==> config.mk <==
export PLATFORM = sky130hd
export DESIGN_NAME = aes_spi_host
export DESIGN_NICKNAME = d
export VERILOG_FILES = /design/src/rtl/aes_spi_host.sv
export SDC_FILE = /design/constraint.sdc
export NUM_CORES = 1
export LEC_CHECK = 0
export CORE_ASPECT_RATIO = 1.2
export CORE_MARGIN = 4
export CORE_UTILIZATION = 36
export DETAILED_ROUTE_END_ITERATION = 8
export PLACE_DENSITY = 0.6
export SLEW_MARGIN = 20
export SYNTH_ARGS = -nofsm -noshare
export SYNTH_HDL_FRONTEND = slang
export SYNTH_SLANG_ARGS = --single-unit
==> constraint.sdc <==
create_clock -name clk -period 42.5 [get_ports clk]
set_clock_uncertainty 0.15 [all_clocks]
set_input_delay 4.25 -clock clk [delete_from_list [all_inputs] [get_ports clk]]
set_output_delay 4.25 -clock clk [all_outputs]
set_load 0.05 [all_outputs]
==> src/rtl/aes_spi_host.sv <==
// SPI host for an external AES engine. It shifts {key, message} out in one frame,
// waits for the slave to signal readiness, then reads the 128-bit result back.
module aes_spi_host #(
  parameter int Nk          = 4,
  parameter int HALF_DIV    = 2,
  parameter int WAIT_CYCLES = 16,
  parameter int TIMEOUT     = 4096
) (
  input  logic               clk,
  input  logic               rst,
  input  logic               start,
  input  logic [Nk*32-1:0]   key,
  input  logic [127:0]       message,
  output logic [127:0]       result,
  output logic               busy,
  output logic               done,
  output logic               error,
  output logic               sclk,
  output logic               cs,
  output logic               sdo,
  input  logic               sdi,
  input  logic               slave_ready,
  output logic [2:0]         dbg_state
);

  // Handshake: start is a single-cycle request honoured only in IDLE; busy is high
  // from the accepting edge until FIN, where done (and error on timeout) pulse
  // for exactly one cycle while busy is already low.

  localparam int LOAD_BITS = 128 + Nk * 32;
  localparam int READ_BITS = 128;
  // GAP opens with a 2*HALF_DIV quiet guard of cs low before the wait count runs.
  // Together with the HALF_DIV lead-in and tail of each frame and the one-cycle
  // FIN, the latency from accepted start to done is
  //   2*HALF_DIV*LOAD_BITS + 2*HALF_DIV*128 + max(WAIT_CYCLES, ready) + 4*HALF_DIV + 2.
  localparam int GAP_MIN   = 2 * HALF_DIV + WAIT_CYCLES;
  localparam int GAP_TOP   = (GAP_MIN > TIMEOUT) ? GAP_MIN : TIMEOUT;
  localparam int BW        = $clog2(LOAD_BITS + 1);
  localparam int DW        = (HALF_DIV > 1) ? $clog2(HALF_DIV) : 1;
  localparam int GW        = $clog2(GAP_TOP + 1);

  typedef enum logic [2:0] {
    S_IDLE = 3'd0,
    S_LOAD = 3'd1,
    S_GAP  = 3'd2,
    S_READ = 3'd3,
    S_FIN  = 3'd4
  } state_t;

  state_t                 state_q, state_d;
  logic [DW-1:0]          div_q, div_d;
  logic [BW-1:0]          bit_q, bit_d;
  logic [GW-1:0]          gap_q, gap_d;
  logic                   sclk_q, sclk_d;
  logic                   err_q, err_d;
  logic [LOAD_BITS-1:0]   shift_q, shift_d;
  logic [READ_BITS-1:0]   rx_q, rx_d;
  logic [READ_BITS-1:0]   result_q, result_d;

  logic [BW-1:0]          frame_bits;
  logic                   tick;
  logic                   frame_end;

  always_ff @(posedge clk or posedge rst) begin
    if (rst) begin
      state_q  <= S_IDLE;
      div_q    <= '0;
      bit_q    <= '0;
      gap_q    <= '0;
      sclk_q   <= 1'b0;
      err_q    <= 1'b0;
      shift_q  <= '0;
      rx_q     <= '0;
      result_q <= '0;
    end else begin
      state_q  <= state_d;
      div_q    <= div_d;
      bit_q    <= bit_d;
      gap_q    <= gap_d;
      sclk_q   <= sclk_d;
      err_q    <= err_d;
      shift_q  <= shift_d;
      rx_q     <= rx_d;
      result_q <= result_d;
    end
  end

  always_comb begin
    state_d    = state_q;
    div_d      = div_q;
    bit_d      = bit_q;
    gap_d      = gap_q;
    sclk_d     = sclk_q;
    err_d      = err_q;
    shift_d    = shift_q;
    rx_d       = rx_q;
    result_d   = result_q;
    frame_bits = (state_q == S_LOAD) ? BW'(LOAD_BITS) : BW'(READ_BITS);
    tick       = (div_q == DW'(HALF_DIV - 1));
    // bit_q counts falling edges, so equality means the last bit's falling edge is done
    frame_end  = (bit_q == frame_bits);

    unique case (state_q)
      S_IDLE: begin
        if (start) begin
          state_d = S_LOAD;
          shift_d = {key, message};
          div_d   = '0;
          bit_d   = '0;
          sclk_d  = 1'b0;
          err_d   = 1'b0;
        end
      end

      S_LOAD, S_READ: begin
        div_d = tick ? '0 : div_q + 1'b1;
        if (tick) begin
          if (frame_end) begin
            bit_d = '0;
            if (state_q == S_LOAD) begin
              state_d = S_GAP;
              gap_d   = '0;
            end else begin
              state_d  = S_FIN;
              result_d = rx_q;
            end
          end else begin
            sclk_d = ~sclk_q;
            if (sclk_q) begin
              bit_d = bit_q + 1'b1;
              if (state_q == S_LOAD) shift_d = {1'b0, shift_q[LOAD_BITS-1:1]};
            end else if (state_q == S_READ) begin
              // first sample ends up in bit 0 after 128 right shifts
              rx_d = {sdi, rx_q[READ_BITS-1:1]};
            end
          end
        end
      end

      S_GAP: begin
        if ((gap_q >= GW'(GAP_MIN)) && slave_ready) begin
          state_d = S_READ;
          div_d   = '0;
          bit_d   = '0;
        end else if (gap_q == GW'(TIMEOUT - 1)) begin
          state_d = S_FIN;
          err_d   = 1'b1;
        end else begin
          gap_d = gap_q + 1'b1;
        end
      end

      S_FIN: begin
        state_d = S_IDLE;
        err_d   = 1'b0;
      end

      default: state_d = S_IDLE;
    endcase
  end

  assign cs        = (state_q == S_LOAD) || (state_q == S_READ);
  assign sclk      = sclk_q;
  assign sdo       = (state_q == S_LOAD) & shift_q[0];
  assign busy      = (state_q == S_LOAD) || (state_q == S_GAP) || (state_q == S_READ);
  assign done      = (state_q == S_FIN);
  assign error     = (state_q == S_FIN) & err_q;
  assign result    = result_q;
  assign dbg_state = state_q;

endmodule

======== Yosys cells after proc, flatten, opt, wreduce, memory -nomap -nowiden ========
Index checks and enable logic that the tools add are counted.
storage, ports and cells
  register bits ........................... 540
  input bits .............................. 261
  word-level logic and storage cells ...... 91
cells by class
  add/subtract/negate cells ............... 3
  magnitude comparators ................... 1
  eq/ne operators ......................... 18
  muxes and demuxes ....................... 36
  bitwise operators ....................... 5
  reductions and logical operators ........ 19
operator list
  kind                                                                                   count
  256-bit two-way mux                                                                    5
  256-bit one-hot mux with 2 select lines                                                1
  13-bit two-way mux                                                                     5
  9-bit two-way mux                                                                      6
  9-bit one-hot mux with 3 select lines                                                  1
  13-bit one-hot mux with 2 select lines                                                 1
  2-bit != test (second input constant)                                                  10
  3-bit two-way mux                                                                      6
  4-bit AND reduction                                                                    4
  13-bit by 1-bit adder with 13-bit output (second input constant)                       1
  13-bit by 12-bit equality test with 1-bit output (second input constant)               1
  13-bit by 5-bit greater-or-equal comparator with 1-bit output (second input constant)  1
  6-bit AND reduction                                                                    2
  5-bit AND reduction                                                                    2
  9-bit by 1-bit adder with 9-bit output (second input constant)                         1
  9-bit equality test                                                                    1
  3-bit one-hot mux with 3 select lines                                                  1
  1-bit two-way mux                                                                      7
  3-bit by 2-bit equality test with 1-bit output (second input constant)                 2
  3-bit != test (second input constant)                                                  2
  1-bit one-hot mux with 3 select lines                                                  2
  3-bit nonzero test                                                                     2
  2-bit nonzero test                                                                     2
  3-bit by 1-bit equality test with 1-bit output (second input constant)                 1
  10 further kinds                                                                       15

======== Longest topological paths before layout ========
  depth after elaboration ................. 6
  gate-level depth with buffers ........... 12

======== Least setup slack after synthesis ========
No wires, ideal clock.
  path kind ............................... register to output
  from .................................... reg state_q[0], in the netlist dbg_state[0]
  to ...................................... out sdo
  arrival ................................. 2.761 ns
  data required time ...................... 38.100 ns
  path slack .............................. 35.339 ns
  stages on the path, launching flop included .. 7
  cells stage by stage .................... dfrtp_1 -> buf_2 -> nand2b_1 -> clkbuf_1 -> clkbuf_1 -> buf_1 -> nor3b_1
on the way
  cells in the longest elaborated chain, start to end .. 2
ends and longest elaborated chain
  what                                            line  RTL
  start, declared                                 50    state_t state_q, state_d;
  start signal, assigned                          76    state_q <= state_d;
  3-bit by 1-bit equality test with 1-bit output  164   assign sdo = (state_q == S_LOAD) & shift_q[0];
  1-bit AND                                       164
  end, declared                                   20    output logic sdo,
No other way between the ends.

======== Final worst setup path ========
  from .................................... in start
  to ...................................... reg shift_q[59]
on the way
  cells in the longest elaborated chain, start to end .. 2
ends and longest elaborated chain
  what                           line  RTL
  start, declared                11    input logic start,
  2-bit != test (no line)        --
  6-bit AND reduction (no line)  --
  end signal, assigned           82    shift_q <= shift_d;
  end, declared                  56    logic [LOAD_BITS-1:0] shift_q, shift_d;
No other way between the ends.
A chain may end at the register's enable or synchronous reset.

==> metrics <==
run status completed; P_int 1.19 mW; number of synthesized register bits 540; Clock Path Buffers 3; crit path launch type input port; Post-Place Cells 2968; die width 241 um; worst r2r src bit_q[0]; clock-pin slew on the worst setup and hold paths 0.06 ns; Tcrit/Tclk final 19.3%; DR vias/cell 4.82; Rows 102; worst r2r path cells 9; post-route cell area 0.0298 sq mm; Total Routing Usage GR 15.0%; Hold Fails Final Rpt 0; CP Depth 8; min-delay worst type reg2reg; Worst Path Buf+Inv 4; TritonCTS clock tree done; CTS sink cnt 540; CP Launch Point start; latest clock arrival within the worst-skew pair 0.59 ns; Largest stage delay, worst path 0.83 ns; post-synthesis xor/xnor area fraction 0.0374%; Seq/Total Area, Yosys 57.7%; WL/cell 17.2 um; area leader, netlist dfrtp_1; Post-Syn Area 0.0234 sq mm; unrepaired setup endpoints after global routing no; Final #Nets 2459; Arrival @ worst endpoint 8.49 ns; drt total wl 52800 um; max frequency 0.122 GHz; largest family of logic cells by synthesized area multiplexers; vias 14800; IO Port Bufs 397; Top Ports 398; H-tree depth 2; initial antenna violation count 18; Placed Area 0.0279 sq mm; Synth Net Count 2114; Area Overhead vs Synth 27.1%; fin crit period 8.22 ns; Post-Synth Simple-Gate Area 6.27%; sw frac 32.8%; WS Path Type in2reg; crit-path max FO 118; Pre-antenna DRT Iters 4; post-DP HPWL 36300 um; Synth cell types 52; Slew @ Worst Pin 1.17 ns; crit-path cells clkdlybuf4s50_1 > o21bai_1 > a21o_1 > a211o_4 > buf_4 > buf_4 > buf_4 > o21ai_0; Lkg Pwr 13.5 nW; vias in the first global route 15600; setup TNS 0 ns; slowest CP cell buf_4; Max VDD drop 0.0759 mV; Mapped Avg Cell Area 12.7 sq um; area fraction of the dominant cell type after synthesis 57.7%; Clk pwr share 28.1%; total gr overflow 0; Reg power frac 40.4%; Setup Fix Bufs, Post-CTS 0; Synth Instances 1849; Comb power frac 31.5%; fraction of layout cells with a size suffix above 1 16.5%; CP required 42.77 ns; max_slew headroom 21.7%; Hold Slack 0.325 ns; Synth Flop Type dfrtp_1; largest net degree at the start of global routing 139; mux share of post-synthesis cell area 25.2%; Die Area 0.0693 sq mm; CTS resizes 0; power per cell area 59.6 mW/mm^2; Post-synth EDFFs 0; Worst R2R Setup Slack 36.94 ns; ys async rst share 100%; R2R Path End shift_q[59]; # hold bufs at CTS 0; root buf cell clkbuf_16; cell family with most CP delay buffers and inverters; Setup crit end shift_q[59]; GPL Wtd Cong 0.780; first-pass GRT wire length 85000 um; Worst setup EP type flop; cts bufs inserted 55; final max-slew violation count 0; adder-cell share of the synthesized area 0.214%; Final ANT Viol Nets 0; final core utilization 46.1%; Initial Util 36.3%; initial drt markers 554; endpoints failing setup 0; maxcap violations 0; CORE AREA 0.0646 sq mm; Die Y-Extent 287 um; top post-synthesis cells by area dfrtp_1, mux2i_1, mux2_4; Synth Area in Compound Gates 7.15%; Most common cell on crit path buf_4; yosys warns 0; Post-Layout Cell Count 3073; P_sw 583 uW; DRC 0
-- cells in the mapped netlist, drive strengths merged, types with 3 or more instances --
| cell | number |
|---|---|
| ha | 4 |
| nand4 | 4 |
| dfrtp | 540 |
| o21ai | 269 |
| mux2 | 256 |
| nand3 | 12 |
| a21o | 3 |
| mux2i | 257 |
| nor4 | 6 |
| nor3 | 9 |
| nor2 | 8 |
| a21oi | 10 |
| buf | 63 |
| o31ai | 15 |
| and3 | 6 |
| or4 | 7 |
| clkbuf | 62 |
| nand2 | 268 |
| nand2b | 3 |
| or3 | 6 |
| inv | 12 |
-- placed cells by master (no fill, tap or decap), drive strengths merged, types with 3 or more instances in the layout --
cell type and instances:
mux2 256, dfrtp 540, bufinv 6, nand3 12, nor2 8, nand2 268, nand4 4, nor3 9
and3 6, clkinv 9, or4 7, diode 4, clkbuf 83, buf 16, ha 4, or3 6
inv 14, nand2b 3, mux2i 257, o31ai 15, a21oi 10, nor4 6, a21o 3, o21ai 269
clkdlybuf4s50 397
-- logic make-up (layout without fill, tap and decap cells) --
group,Yosys count,in the layout
AND/OR/NAND/NOR,342,342
adder cells (fa/ha/maj),4,4
flip-flops,540,540
AO/OA/AOI/OAI,312,312
XOR/XNOR,1,1
other,0,4
multiplexers,513,513
buffers and inverters,137,525
-- registers in the layout (all words and copies together), names as in the netlist --
| signal | flops |
|---|---|
| sclk | 1 |
| result | 128 |
| err_q | 1 |
| div_q | 1 |
| dbg_state | 3 |
| shift_q | 256 |
| bit_q | 9 |
| gap_q | 13 |
| rx_q | 128 |
-- worst min path at each step --
stage                          start  depth (start not counted)  slack, ns          to
after floorplan           shift_q[0]                          2       0.29  shift_q[0]
after global placement    shift_q[0]                          2       0.31  shift_q[0]
after detailed placement  shift_q[0]                          2       0.31  shift_q[0]
after CTS                 shift_q[0]                          2       0.33  shift_q[0]
after global routing      shift_q[0]                          2       0.35  shift_q[0]
final                     shift_q[0]                          2       0.33  shift_q[0]
-- power by group through the flow --
stage	clock network [mW]	logic [mW]	registers, mW
floorplan	0	0.450	0.710
global placement	0	0.548	0.723
detailed placement	0	0.566	0.726
CTS	0.519	0.566	0.719
global route	0.537	0.629	0.735
finish	0.499	0.560	0.718
-- worst register-to-register path: stages, from the launching register on --
cell and delay [ns]:
dfrtp_1 0.41, inv_1 0.07, ha_1 0.15, or4b_4 0.49, o41ai_1 0.54, a211o_4 0.88
buf_4 0.86, buf_4 0.78, buf_4 0.84, o21ai_0 0.24
-- cell type report --
type,count,area (sq um)
antenna,4,10.0
clock buffer,83,1610
clock inverter,17,265
fill,5869,34800
inverter,12,52.6
multi-input combinational,1172,9140
sequential,540,13500
tap,832,1040
timing repair buffer,413,4160
-- through the flow --
step                setup slack (ns)  power, mW
floorplan                      23.01       1.16
global placement               33.76       1.27
detailed placement             33.60       1.29
CTS                            34.30       1.80
global route                   33.77       1.90
finish                         34.28       1.78
-- metal layers --
metal / up-vias / wire, um / track usage, %
met2: 333 / 24900 / 24.6
met5: - / 195 / 0
li1: 7194 / - / -
met3: 97 / 4190 / 5.64
met1: 7151 / 22400 / 19.0
met4: 30 / 1090 / 3.54
(Power assumes the default switching activity.)
==> RTL edit, RTL diff (config.mk and constraints unchanged) <==
Set the parameter `TIMEOUT` to 8192 (it was 4096).
--- a/src/rtl/aes_spi_host.sv
+++ b/src/rtl/aes_spi_host.sv
@@ -4,7 +4,7 @@
   parameter int Nk          = 4,
   parameter int HALF_DIV    = 2,
   parameter int WAIT_CYCLES = 16,
-  parameter int TIMEOUT     = 4096
+  parameter int TIMEOUT     = 8192
 ) (
   input  logic               clk,
   input  logic               rst,
Check against the original RTL: not settled (the Yosys comparison gave no result); the edit may change what the design does.
==> RTL edit against the original RTL <==
Sequential cell count increased by 1. First-iteration DRC count increased by 52%. Final area increased by 4.6%. Sequential share of layout area decreased by 1.9 points. Synthesized area increased by 4.7%. Worst setup slack improved by 0.44 ns. Routed wire length increased by 8.3%.
Power is not compared: it rests on default switching activity, and its combinational part moved more than twofold at a synthesized area within 25%.
==> RTL edit: results (changes against the original RTL) <==
\begin{tabular}{lr}
\hline
Metric & Value \\
\hline
\multicolumn{2}{l}{\textbf{Global routing}} \\
\quad Antenna violations before repair & 7 (-11) \\
\quad Met1 Track Usage GR & 20.8\% (+1.8 points) \\
\quad Number of global-route vias before repair & 16,927 (+8.4\%) \\
\quad Routing usage on met2 & 25.4\% (+0.81 points) \\
\multicolumn{2}{l}{\textbf{Placed design}} \\
\quad Cell area after placement & 29,200 um2 (+4.7\%) \\
\quad Post-placement cell count & 3,320 (+12\%) \\
\multicolumn{2}{l}{\textbf{Setup path}} \\
\quad Reg-to-reg endpoint & rx\_q[7] \\
\quad End of the critical path & cs \\
\quad Worst Path Max Fanout & 72 (-39\%) \\
\quad Worst path slowest cell & sky130\_fd\_sc\_hd\_\_dfrtp\_1 \\
\quad Sort of element at the start of the critical path & flop \\
\quad Reg2reg setup slack & 37.90 ns (+0.96 ns) \\
\multicolumn{2}{l}{\textbf{Clock tree}} \\
\quad Clock latency reported for the late side of the worst-skew pair & 0.61 ns (+0.02 ns) \\
\quad CTS Buf Count & 56 (+1.8\%) \\
\multicolumn{2}{l}{\textbf{Routing}} \\
\quad Met2 wire length & 27,500 um (+11\%) \\
\quad Average via count per standard cell & 4.79 (-0.56\%) \\
\quad Total iterations of the first detailed-routing run & 5 (+1) \\
\quad Routed length on met3 & 2900 um (-31\%) \\
\multicolumn{2}{l}{\textbf{Yosys}} \\
\quad Post-synthesis average cell area & 11.5 um2 (-9.4\%) \\
\quad Number of distinct library cells after synthesis & 59 (+13\%) \\
\quad Sequential-to-total area share from yosys stat & 55.2\% (-2.5 points) \\
\multicolumn{2}{l}{\textbf{STA}} \\
\quad Actual transition at the worst max-transition pin & 1.03 ns (-0.140 ns) \\
\multicolumn{2}{l}{\textbf{Hold path}} \\
\quad Worst hold path startpoint & shift\_q[146] \\
\multicolumn{2}{l}{\textbf{Status}} \\
\quad Result of the run & finished clean \\
\multicolumn{2}{l}{\textbf{Cells and area}} \\
\quad Share of layout cells above drive strength 1 & 14.6\% (-1.9 points) \\
\hline
\end{tabular}
==> RTL edit: layout make-up <==
| cell class | instances | area [um2] | share of cell area [%] |
|---|---|---|---|
| antenna | 5 | 12.5 | 0.0402 |
| clock buffer | 75 | 1580 | 5.08 |
| clock inverter | 29 | 374 | 1.20 |
| inverter | 14 | 67.6 | 0.217 |
| multi-input combinational | 1454 | 10300 | 33.1 |
| sequential | 541 | 13500 | 43.5 |
| tap | 901 | 1130 | 3.62 |
| timing repair buffer | 410 | 4130 | 13.3 |
==> RTL edit: logic make-up after synthesis <==
kind of cell             after synthesis  share of synthesized area, %
AND/OR/NAND/NOR                      868                          14.3
flip-flops                           541                          55.2
multiplexers                         521                          25.7
buffers and inverters                143                          2.86
AO/OA/AOI/OAI                         61                          1.76
adder cells (fa/ha/maj)                4                         0.204
==> RTL edit: report_power, final <==
group	internal [uW]	total (uW)	switching, uW
Sequential	516	516	0.442
Clock	305	512	207
Combinational	22.1	38.4	16.3
